--- src/rtl/traffic_timer.sv ---
`default_nettype none
// +--------------------------------------------------------------------------+
// | traffic_timer: 1-second prescaled 4-bit countdown timer, saturates at 0.  |
// | Optional macro TIMER_FAST_SIM_EN forces 4 clk cycles per second tick.    |
// | Revision: 1.0                                                            |
// +--------------------------------------------------------------------------+
module traffic_timer #(
  parameter int TICKS_PER_SEC = 50_000_000,
  parameter int PRESCALE_W    = 26
) (
  input  logic       clk,
  input  logic       rst,
  input  logic       timer_load,
  input  logic       timer_en,
  input  logic [3:0] timer_init,
  output logic [3:0] timer_out,
  output logic       expired,
  output logic       sec_tick
);

`ifdef TIMER_FAST_SIM_EN
  localparam int c_eff_ticks = 4;
`else
  localparam int c_eff_ticks = TICKS_PER_SEC;
`endif

  localparam logic [PRESCALE_W-1:0] c_term = PRESCALE_W'(c_eff_ticks - 1);

  // IDLE/COUNTING is purely a decode of timer_out; there is no state register.
  typedef enum logic [0:0] {
    IDLE     = 1'b0,
    COUNTING = 1'b1
  } state_t;

  state_t                w_state;
  logic [PRESCALE_W-1:0] r_prescale;
  logic [PRESCALE_W-1:0] w_prescale_nxt;
  logic [3:0]            w_count_nxt;
  logic                  w_tick_nxt;

  always_ff @(posedge clk) begin
    if (!rst) begin
      r_prescale <= '0;
      timer_out  <= 4'd0;
      sec_tick   <= 1'b0;
    end else begin
      r_prescale <= w_prescale_nxt;
      timer_out  <= w_count_nxt;
      sec_tick   <= w_tick_nxt;
    end
  end

  always_comb begin
    w_state        = (timer_out == 4'd0) ? IDLE : COUNTING;
    w_prescale_nxt = r_prescale;
    w_count_nxt    = timer_out;
    w_tick_nxt     = 1'b0;
    if (timer_load) begin
      // Load wins over a pending terminal count: no decrement this cycle.
      w_prescale_nxt = '0;
      w_count_nxt    = timer_init;
    end else if (timer_en) begin
      if (r_prescale == c_term) begin
        w_prescale_nxt = '0;
        w_tick_nxt     = 1'b1;
        if (w_state == COUNTING) begin
          w_count_nxt = timer_out - 4'd1;
        end
      end else begin
        w_prescale_nxt = r_prescale + PRESCALE_W'(1);
      end
    end
  end

  assign expired = (timer_out == 4'd0);

endmodule
`default_nettype wire

--- config.mk ---
export PLATFORM = sky130hd
export DESIGN_NAME = traffic_timer
export DESIGN_NICKNAME = d
export VERILOG_FILES = /design/src/rtl/traffic_timer.sv
export SDC_FILE = /design/constraint.sdc
export NUM_CORES = 1
export LEC_CHECK = 0
export CORE_AREA = 2 2 62 64
export CTS_BUF_LIST = sky130_fd_sc_hd__clkbuf_8
export CTS_CLUSTER_DIAMETER = 150
export DETAILED_ROUTE_END_ITERATION = 16
export DIE_AREA = 0 0 64 66
export GPL_TIMING_DRIVEN = 1
export MAX_ROUTING_LAYER = met4
export PLACE_DENSITY = 0.64
export SKIP_CTS_REPAIR_TIMING = 1
export SYNTH_ARGS = -nofsm -noshare
export SYNTH_HDL_FRONTEND = slang
export SYNTH_SLANG_ARGS = --single-unit
--- constraint.sdc ---
create_clock -name clk -period 2.4 [get_ports clk]
set_input_delay 0.72 -clock clk [delete_from_list [all_inputs] [get_ports clk]]
set_output_delay 0.72 -clock clk [all_outputs]
set_load 0.02 [all_outputs]
Yosys cells after proc, flatten, opt, wreduce, memory -nomap -nowiden
Index checks and enable logic that the tools add are counted.
{ "classes": {"muxes": 6, "bitwise": 2, "n_reduce_logical": 6, "add_sub_neg": 2, "n_eq_ne": 2} }
{ "op_table": {"columns": ["cell", "count"], "rows": [
  ["adder 26 x 1 -> 26 bit (second input constant)", 1],
  ["== test 26 bit (second input constant)", 1],
  ["two-way mux 26 bit", 1],
  ["two-way mux 4 bit", 4],
  ["logical NOT 4 bit", 1],
  ["nonzero test 2 bit", 2],
  ["subtractor 4 x 1 -> 4 bit (second input constant)", 1],
  ["AND reduction 3 bit", 1],
  ["OR reduction 3 bit", 1],
  ["!= test 2 bit (second input constant)", 1],
  ["inverter 1 bit", 2],
  ["OR reduction 2 bit", 1],
  ["two-way mux 1 bit", 1]
]} }
{ "totals": {"register_bits": 31, "elab_cells": 21, "out_inout_bits": 6, "inputBits": 8} }

Logic depth before layout (Yosys ltp)
Gate-level depths: netlist of the first run.
{ "logic_depth": {"depth_word": 5, "ltp_mapped": 8, "ltp_nobuf": 7} }

Worst setup path after synthesis of the first run
Ideal clock, no wire load.
{ "synth_timing": {"path_type": "input -> register", "from": "input port timer_en", "to": "register timer_out[1]", "required_time_ns": 2.325, "path_buffers": 2, "arrival_time_ns": 2.050, "setup_slack_ns": 0.275, "setup_time_ns": 0.075, "path_stages": 7, "cell_sequence": "buf_4 nand3_4 or2_1 buf_6 nor4_2 mux2_2 o21ai_0"} }
{ "synth_between": {"elab_chain_len": 2} }
{ "synth_rtl": {"columns": ["element", "line_no", "text"], "rows": [
  ["start: declaration", "14", "input logic timer_en,"],
  ["nonzero test 2 bit (no source line)", null, null],
  ["AND reduction 3 bit (no source line)", null, null],
  ["end signal: assignment", "48", "timer_out <= w_count_nxt;"],
  ["end: declaration", "16", "output logic [3:0] timer_out,"]
]} }
Every way passes these cells.
A chain may end at the register's enable or synchronous reset.

Final worst setup path of the first run
Same ends and word-level chain as after synthesis.

==> results of run 1 <==
per-layer routing:
layer / wire (µm) / global-route usage (%) / part of all wire [%] / vias to the layer above
met2: 1510 / 30.2 / 48 / 18
li1: - / - / - / 646
met3: 123 / 4.43 / 3.9 / 6
met1: 1460 / 19.5 / 46 / 617
met4: 51 / 9.78 / 1.6 / 0
met5: 0 / - / 0 / -
Yosys cell counts (all sizes together) (2+ instances only):
library cell   n  area [µm²]
buf            4        33.8
xnor2          6        52.6
mux2i          2        20.0
o21ai          4        20.0
dfxtp         31         621
nand2         14        52.6
or3            2        15.0
xor2          17         149
and4           2        17.5
nor4b          2        17.5
inv            3        11.3
nand3         14        82.6
and3           4        25.0
a41oi          2        17.5
or2            3        18.8
nor4           6        86.3
nor2          29         109
ha             3        37.5
nand4          8        56.3
where the power goes:
group,internal (mW),switching (mW),total [mW],leakage [nW]
Clock,0.261,0.193,0.454,0.0505
Sequential,0.520,0.00633,0.526,0.251
Combinational,0.0454,0.0414,0.0867,0.406
worst register-to-register path: stages (launching register included):
cell	delay [ns]
dfxtp_1	0.37
ha_1	0.25
nand3_4	0.08
or2_1	0.31
nor4_2	0.30
mux2_2	0.37
o21ai_0	0.13
kinds of logic after synthesis:
| group | Yosys count | share of synthesized area (%) |
|---|---|---|
| AOI/OAI and AO/OA | 11 | 4.89 |
| xor gates and xnor gates | 23 | 13.1 |
| adders and majority gates | 3 | 2.45 |
| buffers and inverters | 7 | 2.94 |
| DFF | 31 | 40.5 |
| muxes | 3 | 2.04 |
| and+or+nand+nor | 90 | 34.1 |
area by class of cell:
type,count,area share (%)
tap,48,3.14
timing repair buffer,26,12.7
multi-input combinational,130,45.7
clock inverter,1,0.393
inverter,3,0.589
clock buffer,7,5.04
sequential,31,32.5
registers in the layout, summed over array words and instances, names as in the netlist:
register	flops
r_prescale	26
sec_tick	1
timer_out	4
metrics by stage:
step | area (µm²) | util, % | total power, mW
finish | 1910 | 53.8 | 1.07
global route | 1910 | 53.8 | 1.11
CTS | 1900 | 53.6 | 1.08
detailed placement | 1800 | 50.7 | 0.623
global placement | 1800 | 50.7 | 0.621
floorplan | 1530 | - | 0.578
worst paths after layout:
kind,from,end,cells after the start
setup reg to reg,r_prescale[0],timer_out[1],6
hold / removal,r_prescale[22],r_prescale[22],2
hold reg to reg,r_prescale[22],r_prescale[22],2
setup / recovery,timer_en,timer_out[1],6
==> flow_summary_export.csv, run 1 <==
group,metric,value,unit
power_and_ir_drop,power_leakage,0.707,nW
clock_tree,cts_tree,"built",
logic_synthesis,ys_ff_latch,31,
setup_path,rrSetupSlack,0.51,ns
placement,gp_congestion,0.761,
placement,place_ws,-0.126,ns
clock_tree,path_clk_slew,0.07,ns
finish,layoutNonFillerInstCount,246,
clock_tree,cts_root_buffer,"clkbuf_8",
power_and_ir_drop,irDropWorstVdd,0.340,mV
finish,fin_nets,208,
drt,route.antenna.remaining_nets,0,
logic_synthesis,ys.flop_type,"dfxtp_1",
global_routing,grt-ovfl-total,0,
logic_synthesis,synth_nets,179,
setup_path,cp.required,2.61,ns
power_and_ir_drop,power_density,558,mW/mm²
sta,setup_viol,0,
placement,dpl.hpwl,2.29,mm
placement,io_buffers,13,
floorplan,num_io_pins,14,
finish,mostFrequentLayoutCells,"dfxtp_1 (31), nor2_1 (29), xor2_1 (17), nand2_1 (14), nand3_1 (13)",
global_routing,grt_pass1_vias,1317,
sta,fin_skew,0.00781,ns
sta,timing.final.crit_share,92.7,%
sta,finalWorstSetupSlack,0.175,ns
floorplan,num_rows,22,
setup_path,cp_num_buf_inv,1,
floorplan,start_util,43.2,%
global_routing,grt_max_degree,23,
logic_synthesis,async_flop_share,0,%
sta,worstMarginPinSlew,0.419,ns
setup_path,critPathArrivalTime,2.44,ns
logic_synthesis,ys_seq_area_share,40.5,%
placement,dpl.cell_count,238,
floorplan,coreArea,0.00355,mm²
logic_synthesis,syn_avg_cell_area,9.13,µm²
sta,rsz0062_at_grt,"no",
sta,min_period,2.23,ns
global_routing,grt_use_total,17.9,%
finish,layout-drive-gt1-share,17.2,%
clock_tree,htree_levels,2,
setup_path,criticalPathCategory,"input pin to flop",
sta,hold_viol,0,
setup_path,cp-end-kind,"flop",
sta,max_freq,449,MHz
global_routing,grt_pass1_wl,5.69,mm
drt,drtPass1Iterations,4,
sta,slew_violations,0,
setup_path,cp_slowest_stage_delay,0.53,ns
sta,final.setup.tns,0,ns
logic_synthesis,synth_warnings,0,
clock_tree,clk_latency,0.28,ns
floorplan,die_x,64,µm
logic_synthesis,synth_edf_count,0,
clock_tree,cts_buffer_depth,2,
drt,vias,1287,
finish,final_common_cell,"dfxtp_1",
logic_synthesis,syn_area,0.00153,mm²
finish,fillers,317,
setup_path,crit_fanout,4,
finish,area_growth_syn_to_layout,24.6,%
finish,multi_input_area,873,µm²
drt,via_per_inst,5.23,
floorplan,fp.dieArea,0.00422,mm²
drt,drc,0,
drt,wire_per_inst,12.8,µm
run,cap_violations,0,
clock_tree,clock-sinks,31,
finish,diodes,0,
clock_tree,cts_made_buffers,5,
setup_path,cp-start-kind,"input pin",
floorplan,die-height,66,µm
global_routing,antenna_found_initial,0,
finish,seq_area,621,µm²
run_status,outcome,"complete, no violations",
sta,max_slew_margin,71.9,%
setup_path,cp_cell_sequence,"clkdlybuf4s50_1, nand3_4, or2_1, nor4_2, mux2_2, o21ai_0",
drt,drtIter0Drc,130,
drt,finalWirelength,3.15,mm
logic_synthesis,netlist-cell-type-count,37,
setup_path,slowest_stage,"clkdlybuf4s50_1",
logic_synthesis,synth_cells,168,
sta,hold_slack,0.524,ns
worst_hold_path,hp-class,"flop to flop",
setup_path,critPathTopFamily,"simple AND/OR/NAND/NOR gates",
Note: power is estimated with default switching activity, not from simulation.
==> inputs of run 2 (changes only) <==
--- a/config.mk
+++ b/config.mk
@@ -14,6 +14,7 @@
 export MAX_ROUTING_LAYER = met4
 export PLACE_DENSITY = 0.64
 export SKIP_CTS_REPAIR_TIMING = 1
+export SLEW_MARGIN = 15
 export SYNTH_ARGS = -nofsm -noshare
 export SYNTH_HDL_FRONTEND = slang
 export SYNTH_SLANG_ARGS = --single-unit
==> constraint.sdc (replaced) <==
create_clock -name clk -period 2.65 [get_ports clk]
set_input_delay 0.795 -clock clk [delete_from_list [all_inputs] [get_ports clk]]
set_output_delay 0.795 -clock clk [all_outputs]
set_load 0.02 [all_outputs]
==> flow_summary_export.csv, run 2 (same netlist as run 1, synthesis figures left out) <==
group,metric,value,unit
global_routing,grt_use_met1,18.4,%
placement,dpl.hpwl,2.20,mm
floorplan,start_util,43.2,%
global_routing,grt_pass1_vias,1254,
finish,layoutNonFillerInstCount,245,
power_and_ir_drop,power_leakage,0.711,nW
setup_path,crit_fanout,4,
finish,multi_input_area,868,µm²
sta,fin_skew,0.00340,ns
setup_path,critPathTopFamily,"simple AND/OR/NAND/NOR gates",
finish,diodes,0,
clock_tree,htree_levels,2,
power_and_ir_drop,p_int,0.814,mW
worst_hold_path,hold_start,"r_prescale[6]",
drt,vias,1276,
placement,dpl.cell_count,237,
clock_tree,cts_made_buffers,5,
setup_path,cp_slowest_stage_delay,0.54,ns
power_and_ir_drop,irDropWorstVdd,0.251,mV
drt,finalWirelength,2.99,mm
finish,fillers,335,
clock_tree,path_clk_slew,0.07,ns
run,cap_violations,0,
finish,top_regs,"r_prescale (26), timer_out (4), sec_tick (1)",
placement,io_buffers,13,
power_and_ir_drop,power_density,538,mW/mm²
clock_tree,clk_latency,0.28,ns
setup_path,cp.required,2.86,ns
power_and_ir_drop,p_sw,0.215,mW
sta,timing.final.crit_share,87.2,%
power_and_ir_drop,switching_share,20.9,%
sta,final.setup.tns,0,ns
setup_path,cp_num_buf_inv,1,
clock_tree,cts_buffer_depth,2,
finish,layout-drive-gt1-share,16.2,%
clock_tree,cts_tree,"built",
power_and_ir_drop,comb_power_share,7.3,%
finish,seq_area,621,µm²
global_routing,grt_max_degree,23,
floorplan,num_rows,22,
finish,top_register,"r_prescale",
floorplan,num_io_pins,14,
global_routing,use_met3,5.96,%
run_status,outcome,"complete, no violations",
finish,fin_util,53.9,%
finish,final_common_cell,"dfxtp_1",
sta,min_period,2.31,ns
global_routing,grt_use_total,17.0,%
finish,mostFrequentLayoutCells,"dfxtp_1 (31), nor2_1 (29), xor2_1 (17), nand2_1 (14), nand3_1 (13)",
global_routing,grt_pass1_wl,5.47,mm
drt,drc,0,
sta,slew_violations,0,
sta,rsz0062_at_grt,"no",
global_routing,grt-ovfl-total,0,
sta,hold_viol,0,
clock_tree,cts_root_buffer,"clkbuf_8",
clock_tree,clock-sinks,31,
worst_hold_path,min_path_cells,2,
setup_path,cp.depth,6,
drt,drtIter0Drc,94,
sta,max_freq,433,MHz
sta,setup_viol,0,
worst_hold_path,hp-class,"flop to flop",
power_and_ir_drop,pwr-share-clk,46.5,%
setup_path,cp_cell_sequence,"clkdlybuf4s50_1, nand3_4, or2_1, nor4_2, mux2_2, o21ai_0",
setup_path,rrSetupSlack,0.76,ns
drt,wire_per_inst,12.2,µm
global_routing,grt.busiest_layer,"met2",
global_routing,antenna_found_initial,0,
setup_path,critPathArrivalTime,2.52,ns
setup_path,criticalPathCategory,"input pin to flop",
setup_path,cp-end-kind,"flop",
sta,finalWorstSetupSlack,0.338,ns
setup_path,reg2reg_depth,6,
setup_path,cp-start-kind,"input pin",
floorplan,fp.dieArea,0.00422,mm²
setup_path,reg2reg_to,"timer_out[1]",
setup_path,r2r_start,"r_prescale[0]",
drt,drtPass1Iterations,4,
worst_hold_path,min_to,"r_prescale[6]",
placement,place_ws,0.0382,ns
floorplan,die_x,64,µm
setup_path,slowest_stage,"clkdlybuf4s50_1",
finish,largest_register_ffs,26,
floorplan,coreArea,0.00355,mm²
sta,worstMarginPinSlew,0.435,ns
power_and_ir_drop,seq_power_share,46.2,%
finish,fin_nets,207,
floorplan,die-height,66,µm
drt,via_per_inst,5.21,
global_routing,grtUsageMet2,29.4,%
placement,gp_congestion,0.778,
sta,max_slew_margin,70.9,%
finish,area_growth_syn_to_layout,24.7,%
drt,route.antenna.remaining_nets,0,
## run 2: how the worst max path moves through the flow
stage	start	end	slack, ns
2_1_floorplan	timer_en	timer_out[1]	0.45
3_3_place_gp	timer_en	timer_out[1]	0.08
3_5_place_dp	timer_en	r_prescale[10]	0.04
4_1_cts	timer_out[0]	expired	0.01
5_1_grt	timer_en	timer_out[1]	0.22
6_report	timer_en	timer_out[1]	0.34
## run 2: worst register-to-register path, cell delays in order (launching register included)
cell	delay, ns
dfxtp_1	0.37
ha_1	0.26
nand3_4	0.09
or2_1	0.32
nor4_2	0.29
mux2_2	0.36
o21ai_0	0.12
## run 2: routing by layer
metal / vias up / share of wire [%]
met2: 30 / 50
met5: - / 0
li1: 643 / -
met4: 0 / 1.2
met3: 5 / 5.7
met1: 598 / 43
## run 2: power by group through the flow
stage | clock [mW] | combinational, mW | sequential [mW]
after global routing | 0.514 | 0.0828 | 0.476
final | 0.478 | 0.0755 | 0.476
after floorplan | 0 | 0.0336 | 0.490
after detailed placement | 0 | 0.0758 | 0.487
after global placement | 0 | 0.0749 | 0.486
after CTS | 0.494 | 0.0769 | 0.476
## run 2: layout make-up
type                       count  share of cell area [%]
multi-input combinational    130                    45.4
tap                           48                    3.14
inverter                       3                   0.589
clock buffer                   6                    4.32
timing repair buffer          25                    12.3
sequential                    31                    32.4
clock inverter                 2                    1.83
## run 2: metrics by stage
stage | area [µm²] | hold WS [ns] | total power, mW
4_1_cts | 1910 | 0.514 | 1.05
3_5_place_dp | 1790 | 0.502 | 0.562
3_3_place_gp | 1790 | 0.490 | 0.561
6_report | 1910 | 0.510 | 1.03
5_1_grt | 1910 | 0.564 | 1.07
2_1_floorplan | 1530 | 0.471 | 0.524
